[src/rtl/exception_ctrl.sv]
// Multi-source exception controller for the pipelined LEGv8 core: sticky pending
// requests, fixed-priority take, ERR/ELR/ESR capture, handler mode until ERET.
module exception_ctrl #(
  parameter int XLEN      = 64,
  parameter int NSRC      = 4,
  parameter int CAUSE_W   = 4,
  parameter int VEC_SHIFT = 7
) (
  input  logic            clk,
  input  logic            reset,
  input  logic [NSRC-1:0] exc_req,
  input  logic [NSRC-1:0] exc_mask,
  input  logic            eret,
  input  logic [XLEN-1:0] next_pc,
  input  logic [XLEN-1:0] branch_pc,
  input  logic [XLEN-1:0] vec_base,
  input  logic [1:0]      sys_sel,
  output logic [XLEN-1:0] pc_branch,
  output logic [XLEN-1:0] sys_rdata,
  output logic            eproc,
  output logic [XLEN-1:0] redirect_pc,
  output logic            in_handler,
  output logic [NSRC-1:0] pending
);

  localparam int IDX_W = (NSRC > 1) ? $clog2(NSRC) : 1;

  typedef enum logic [1:0] {
    IDLE    = 2'd0,
    TAKE    = 2'd1,
    HANDLER = 2'd2
  } state_t;

  state_t             state, state_nxt;
  logic [IDX_W-1:0]   idx;
  logic [IDX_W-1:0]   win_idx;
  logic [NSRC-1:0]    act;
  logic [NSRC-1:0]    take_clr;
  logic [XLEN-1:0]    err_q, elr_q;
  logic [CAUSE_W-1:0] esr_q;
  logic [XLEN-1:0]    vec_addr;

  assign act = (pending | exc_req) & exc_mask;

  // Descending scan so the lowest active index is the last, winning, assignment.
  always_comb begin
    // NOTE: a default ahead of every conditional write keeps always_comb latch-free.
    win_idx = '0;
    for (int i = NSRC - 1; i >= 0; i--) begin
      if (act[i]) win_idx = IDX_W'(i);
    end
  end

  assign vec_addr = vec_base + (XLEN'(idx) << VEC_SHIFT);

  always_comb begin
    state_nxt = state;
    case (state)
      IDLE:    if (!eret && (act != '0)) state_nxt = TAKE;
      TAKE:    state_nxt = HANDLER;
      HANDLER: if (eret) state_nxt = IDLE;
      default: state_nxt = IDLE;
    endcase
  end

  // Clear mask for the source being taken; a same-cycle request re-sets it below.
  always_comb begin
    take_clr = '0;
    if (state == TAKE) take_clr[idx] = 1'b1;
  end

  always_ff @(posedge clk) begin
    // NOTE: sequential state uses non-blocking assignments so every register
    // samples the pre-edge values regardless of statement order.
    if (reset) begin
      state   <= IDLE;
      idx     <= '0;
      err_q   <= '0;
      elr_q   <= '0;
      esr_q   <= '0;
      pending <= '0;
    end else begin
      state   <= state_nxt;
      pending <= (pending & ~take_clr) | exc_req;
      if (state == IDLE) idx <= win_idx;
      if (state == TAKE) begin
        err_q <= next_pc;
        elr_q <= vec_addr;
        esr_q <= CAUSE_W'(idx) + CAUSE_W'(1);
      end
    end
  end

  assign eproc       = (state == TAKE) && !reset;
  assign in_handler  = (state != IDLE) && !reset;
  assign redirect_pc = vec_addr;
  // ERET reads the committed ERR, never the value being captured this cycle.
  assign pc_branch   = eret ? err_q : branch_pc;

  always_comb begin
    sys_rdata = '0;
    if (!reset) begin
      case (sys_sel)
        2'b00: sys_rdata = err_q;
        2'b01: sys_rdata = elr_q;
        2'b10: sys_rdata = XLEN'(esr_q);
        2'b11: sys_rdata = XLEN'(pending);
        default: sys_rdata = '0;
      endcase
    end
  end

endmodule

[config.mk]
export PLATFORM = sky130hd
export DESIGN_NAME = exception_ctrl
export DESIGN_NICKNAME = d
export VERILOG_FILES = /design/src/rtl/exception_ctrl.sv
export SDC_FILE = /design/constraint.sdc
export NUM_CORES = 1
export LEC_CHECK = 0
export ABC_AREA = 1
export CORE_UTILIZATION = 28
export DETAILED_ROUTE_END_ITERATION = 16
export PLACE_DENSITY = 0.63
export SETUP_SLACK_MARGIN = 0.5
export SLEW_MARGIN = 10
export SYNTH_ARGS = -nofsm -noshare
export SYNTH_HDL_FRONTEND = slang
export SYNTH_SLANG_ARGS = --single-unit
[constraint.sdc]
create_clock -name clk -period 5.4 [get_ports clk]
set_clock_uncertainty 0.05 [all_clocks]
set_input_delay 0.54 -clock clk [delete_from_list [all_inputs] [get_ports clk]]
set_output_delay 0.54 -clock clk [all_outputs]
set_load 0.03 [all_outputs]
# [After elaboration in Yosys (flattened, before gate mapping)]
# Index checks and enable logic that the tools add are counted.
[word_totals] register_bits=140 elab_cells=46
[classes] addsub=2 magnitude_cmp=2 n_eq_ne=7 n_mux=13 n_bitwise=5 n_reduce_logical=11
[ops] op="$pmux 64 s4" n=1
[ops] op="$mux 64" n=2
[ops] op="$add 64x9->64" n=1
[ops] op="$mux 2" n=6
[ops] op="$and 4x4->4" n=2
[ops] op="$or 4x4->4" n=2
[ops] op="$eq 2x2->1 const B" n=3
[ops] op="$pmux 2 s3" n=1
[ops] op="$eq 2x1->1 const B" n=2
[ops] op="$logic_and 1x1->1" n=4
[ops] op="$logic_not 2->1" n=2
[ops] op="$mux 4" n=1
[ops] op="$ne 2x2->1 const B" n=2
[ops] op="$not 4->4" n=1
[ops] op="$reduce_bool 4->1" n=1
[ops] op="$add 2x1->3 const B" n=1
[ops] op="$lt 2x3->1 const B" n=1
[ops] op="$demux 1 s2" n=1
[ops] op="$ge 2x1->1 const B" n=1
[ops] op="$logic_not 1->1" n=2
[ops] op="$reduce_and 2->1" n=1
[ops] op="$reduce_bool 2->1" n=1
[ops] op="$mux 1" n=1

# [Longest topological paths before layout]
# Gate-level depths: netlist of the first run.
[logic_depth] depth_word=8 ltp_mapped=13

# [Worst setup path after synthesis of the first run]
# Ideal clock, no wire load.
[synth_timing] kind="input to output" startpoint="input vec_base[7]" endpoint="output redirect_pc[21]" arrival_time_ns=2.236 setup_slack_ns=2.574 path_stages=7 path_cell_list="ha_1 inv_1 fa_1 nor2_8 nand2_4 nor2_4 xor2_1"
[synth_via] elab_chain_len=1
[synth_lines] item="start, declared" line="16" text="input logic [XLEN-1:0] vec_base,"
[synth_lines] item="$add 64x9->64" line="54" text="assign vec_addr = vec_base + (XLEN'(idx) << VEC_SHIFT);"
[synth_lines] item="end, declared" line="21" text="output logic [XLEN-1:0] redirect_pc,"
# Every way passes these cells.

# [Worst setup path after layout of the first run]
[layout_timing] startpoint="input vec_base[7]" endpoint="output redirect_pc[57]"
# Same word-level chain as after synthesis.

==> impl_metrics.yaml, run 1 <==
cells_and_area:
  fillers: 3335
  antenna_cells: 0
  final_util_pct: 43.6
  final_nets: 2126
  drive_above_1_share_pct: 3.79
  syn_to_final_growth_pct: 53.2
timing:
  setup_ws_ps: 1320
  finalCritPeriodShare_pct: 75.6
  fmax_ghz: 0.245
  finalSetupViolations: 0
  rsz0062_at_grt: "no"
  period_minus_slack_ps: 4080
  drv_slew: 0
  slew_headroom_pct: 27.2
  worst_pin_slew_ps: 1090
  hold_viol: 0
  tns_ps: 0
pwr:
  power.internal_mw: 2.09
  p_sw_mw: 1.07
  swShare_pct: 33.9
  pwr-share-clk_pct: 33.8
  finalPower_mw: 3.16
  seq_power_share_pct: 37.2
  p_per_area_nw_per_um2: 230
  leakage_nw: 6.13
  max-vdd-ir-drop_v: 0.000192
  combPwrFrac_pct: 29.0
yosys:
  synth_nets: 1780
  yosysUniqueCellTypes: 39
  syn_area_um2: 8970
  synth_seq_cells: 139
  yosys_warnings: 0
  ys_seq_area_share_pct: 31.0
  avgSynthCellArea_um2: 5.72
  synthCells: 1568
min_path:
  hold_path.class: "reg -> reg"
drt:
  dr.first_iter.drc_count: 759
  wirelength_um: 40400
  antenna_left: 0
  vias: 11000
  drc: 0
  drt-pass1-iter-count: 5
  viasPerCell: 4.72
  wl_per_cell_um: 17.4
placed_design:
  post-dp-hpwl_um: 30700
  io_buffers: 402
  gp_congestion: 0.901
  place_ws_ps: 1320
die:
  fp-row-count: 65
  die_w_um: 181
  num_io_pins: 403
  die_y_um: 181
  initial_core_util_pct: 28.4
  dieArea_um2: 32800
  core_area_um2: 31600
worst_setup_path:
  arrival_ps: 3490
  endpoint_kind: "output port"
  crit_chain: "clkdlybuf4s50_1 > ha_1 > inv_1 > fa_1 > nor2_8 > nand3b_2 > nor2_4 > nand3_1 > nand2_1 > nand2_1 > inv_1 > clkdlybuf4s50_1"
  cp.required_ps: 4810
  max_stage_delay_ps: 660
  crit_slowest_cell: "clkdlybuf4s50_1"
  critPathMaxFanout: 7
  start_kind: "input port"
  crit_type: "in -> out"
clock_network:
  cts_buffers: 17
  clkSlewWorstSetupHoldPaths_ps: 60
  clock-sinks: 139
  cts_hold_buf: 0
  htree_levels: 4
  cts_max_path_buffers: 2
  cts_resized: 0
  cts_tree: "built"
  ctsRootBufferMaster: "clkbuf_16"
  clk_latency_ps: 410
  cts_setup_buffers: 0
grt:
  antenna_found_initial: 0
  grt_max_degree: 167
  grtUsageTotal_pct: 24.3
  grt_overflow: 0
  grt_pass1_wl_um: 61200
  grt_pass1_vias: 10400
outcome:
  outcome: "finished, final reports clean"
job:
  drv_cap: 0
final timing paths:
path	from	to	slack, ps	cells past startpoint
worst max-delay path	vec_base[7]	redirect_pc[57]	1320	12
worst min-delay path	esr_q[2]$_SDFFE_PP0P_	esr_q[2]$_SDFFE_PP0P_	420	2
worst max register to register	idx[0]$_SDFFE_PP0P_	elr_q[37]$_SDFFE_PP0P_	2590	11
worst min register to register	esr_q[2]$_SDFFE_PP0P_	esr_q[2]$_SDFFE_PP0P_	420	2
sequential cells by signal (all words and copies together), names as in the netlist:
register / flops
elr_q: 64
err_q: 64
esr_q: 3
idx: 2
pending: 4
state: 2
cells in the final DEF (no fill, tap or decap), drive strengths merged, types with 3 or more instances in the layout:
master	netlist	layout
xnor2	12	12
buf	23	11
nand4	15	15
clkbuf	60	19
nand3	56	56
ha	6	6
xor2	13	13
o21ai	116	116
nor2	360	360
nor3	4	4
a41oi	3	3
inv	123	123
nand2	550	550
nand3b	7	7
clkinv	2	12
clkdlybuf4s50	0	400
a21oi	72	72
dfxtp	139	139
metal layers:
metal	part of all wire [%]	global-route usage, %
met5	0	0
met4	2.5	7.97
met3	5.7	4.07
met2	47	41.3
met1	44	31.3
worst max-delay path: cells and delay by family:
kind	cells	cell delay, ps
buffers and inverters	4	1300
adder cells (fa/ha/maj)	2	730
AND/OR/NAND/NOR	6	900
power groups by stage:
stage | Sequential (mW) | Clock [mW] | Combinational, mW
final | 1.18 | 1.07 | 0.915
after global routing | 1.19 | 1.15 | 0.989
after CTS | 1.18 | 1.10 | 0.919
after detailed placement | 1.20 | 0 | 0.914
after global placement | 1.20 | 0 | 0.911
after floorplan | 1.17 | 0 | 0.480
Yosys cell counts, drive strengths merged:
library cell  instances  area [um2]
o21ai               116         584
nor3                  4        20.0
clkinv                2        8.75
nand3b                7        56.3
or2                   2        12.5
dlygate4sd1           1        8.76
nor4                  1        6.26
nor2                360        1440
fa                    1        20.0
o21a                  2        15.0
nand3                56         285
xor2                 13         121
clkbuf               60         235
inv                 123         462
xnor2                12         120
buf                  23         131
ha                    6        75.1
nand4                15        93.8
nand2               550        2110
dfxtp               139        2780
a41oi                 3        26.3
a21oi                72         360
area by class of cell:
class                      count  area, um2  share of cell area, %
sequential                   139       2780                   20.2
timing repair buffer         411       4110                   29.9
inverter                     125        472                   3.43
multi-input combinational   1220       5360                   39.0
tap                          402        503                   3.66
clock inverter                11       76.3                  0.555
clock buffer                  19        443                   3.22
kinds of logic (layout without fill, tap and decap cells):
group           after synthesis  in the layout  synth area share (%)
xor+xnor                     25             25                  2.69
flops                       139            139                  31.0
simple gates                995            995                  44.8
compound gates              193            193                  11.0
buf+inv                     209            566                  9.43
fa+ha+maj                     7              7                  1.06
metrics by stage:
stage	instance area (um2)	instances	hold WS (ps)
after floorplan	8970	1568	390
after global placement	13200	2297	413
after detailed placement	13200	2297	406
after CTS	13700	2327	416
after global routing	13700	2327	450
final	13700	2327	416
Power figures use the tool's default switching activity.
==> run 2: changes to the inputs <==
- clock period: 5.4 -> 4.1 ns (I/O delays scaled with it)
==> impl_metrics.yaml, run 2 (synthesized netlist as in run 1, its figures left out) <==
outcome:
  outcome: "finished, final reports clean"
timing:
  fmax_ghz: 0.286
  tns_ps: 0
  hold_viol: 0
  period_minus_slack_ps: 3490
  worst_pin_slew_ps: 882
  slew_headroom_pct: 41.2
  rsz0062_at_grt: "yes"
  drv_slew: 0
  finalSetupViolations: 0
  finalCritPeriodShare_pct: 85.2
drt:
  wl_met3_um: 2210
  drc: 0
  dr_wl_met2_um: 18900
  wl_per_cell_um: 17.4
  highest_layer: "met4"
  viasPerCell: 4.71
  wl_met1_um: 18400
  vias: 11000
  drt-pass1-iter-count: 5
  antenna_left: 0
  wirelength_um: 40600
  dr.first_iter.drc_count: 750
clock_network:
  htree_levels: 4
  clk_latency_ps: 410
  cts_tree: "built"
  cts_buffers: 17
  cts_max_path_buffers: 2
  cts_hold_buf: 0
  clock-sinks: 139
  clkSlewWorstSetupHoldPaths_ps: 70
  ctsRootBufferMaster: "clkbuf_16"
cells_and_area:
  drive_above_1_share_pct: 4.09
  final_util_pct: 43.8
  final_nets: 2129
  largestRegisters: "elr_q: 64 flops, err_q: 64 flops, pending: 4 flops"
  final_common_cell: "nand2_1"
  final_cell_mix: "nand2_1 (541), clkdlybuf4s50_1 (379), nor2_1 (347)"
  antenna_cells: 0
  syn_to_final_growth_pct: 54.0
worst_setup_path:
  critical_path_depth: 11
  timing.rr.start: "idx[0]$_SDFFE_PP0P_"
  endpoint_kind: "output port"
  arrival_ps: 3030
  crit_chain: "ha_1 > inv_1 > fa_2 > nor2_8 > nand3b_2 > nor2_4 > nand3_1 > nand2_1 > nand2_1 > inv_1 > clkdlybuf4s15_1"
  path_buf_inv: 3
  crit_slowest_cell: "dfxtp_1"
  critical_path.reg2reg.endpoint: "elr_q[37]$_SDFFE_PP0P_"
  crit_type: "reg -> out"
  start_kind: "flop"
  r2r_setup_slack_ps: 1560
  cp.required_ps: 3640
  reg2reg_depth: 11
  worstSetupEndpoint: "redirect_pc[57]"
  critPathMaxFanout: 7
  max_stage_delay_ps: 460
  crit_start: "idx[0]$_SDFFE_PP0P_"
  crit_family: "simple AND/OR/NAND/NOR gates"
grt:
  antenna_found_initial: 0
  grt_pass1_vias: 10500
  grt_pass1_wl_um: 61100
  grt_overflow: 0
  grt_max_degree: 167
  grtUsageTotal_pct: 24.3
placed_design:
  post-dp-hpwl_um: 31300
  gp_congestion: 0.926
  io_buffers: 402
min_path:
  hold_path.class: "reg -> reg"
  hp-start: "esr_q[2]$_SDFFE_PP0P_"
die:
  fp-row-count: 65
  initial_core_util_pct: 28.4
  num_io_pins: 403
  dieArea_um2: 32800
  die_w_um: 181
  core_area_um2: 31600
  die_y_um: 181
job:
  drv_cap: 0
pwr:
  leakage_nw: 6.22
  max-vdd-ir-drop_v: 0.000256
  p_per_area_nw_per_um2: 311
-- run 2: metal layers --
layer	GRT usage (%)	vias up
li1	-	5554
met1	31.4	5002
met2	40.8	381
met4	7.83	0
met5	0	-
met3	4.19	50
-- run 2: metrics by stage --
stage               area (um2)  hold WS, ps  instances  total power, mW  setup WS (ps)
finish                   13800          419       2332             4.30            608
global route             13800          415       2332             4.51            421
CTS                      13800          408       2332             4.35            503
detailed placement       13200          409       2300             2.78            231
global placement         13200          405       2300             2.78            277
floorplan                 8970          390       1568             2.18           1530
-- run 2: area by class of cell --
type                       count  area, um2
fill                        3370      17700
multi-input combinational   1220       5360
timing repair buffer         414       4120
sequential                   139       2780
tap                          402        503
inverter                     125        472
clock buffer                  19        443
clock inverter                13        134
-- run 2: tightest hold or removal path, cell delays in order, from the launching register on --
cell and delay (ps):
dfxtp_1 310, nand2_1 60, a21oi_1 50
-- run 2: worst min path at each step --
stage / end / slack (ps) / cells after the start
floorplan: err_q[63]$_SDFFE_PP0P_ / 390 / 2
global placement: err_q[63]$_SDFFE_PP0P_ / 400 / 2
detailed placement: esr_q[2]$_SDFFE_PP0P_ / 410 / 2
CTS: pending[3]$_SDFF_PP0_ / 410 / 2
global route: pending[3]$_SDFF_PP0_ / 410 / 2
finish: esr_q[2]$_SDFFE_PP0P_ / 420 / 2
-- run 2: where the power goes --
part           switching (mW)  total [mW]  internal, mW
combinational           0.705        1.20         0.500
clock                   0.683        1.55         0.870
sequential             0.0820        1.54          1.46
total                    1.47        4.30          2.83
-- run 2: what timing repair did --
action	CTS	global route
gates cloned	0	0
endpoints found under the setup margin	25	5
buffers inserted	0	0
gates resized for setup	18	5
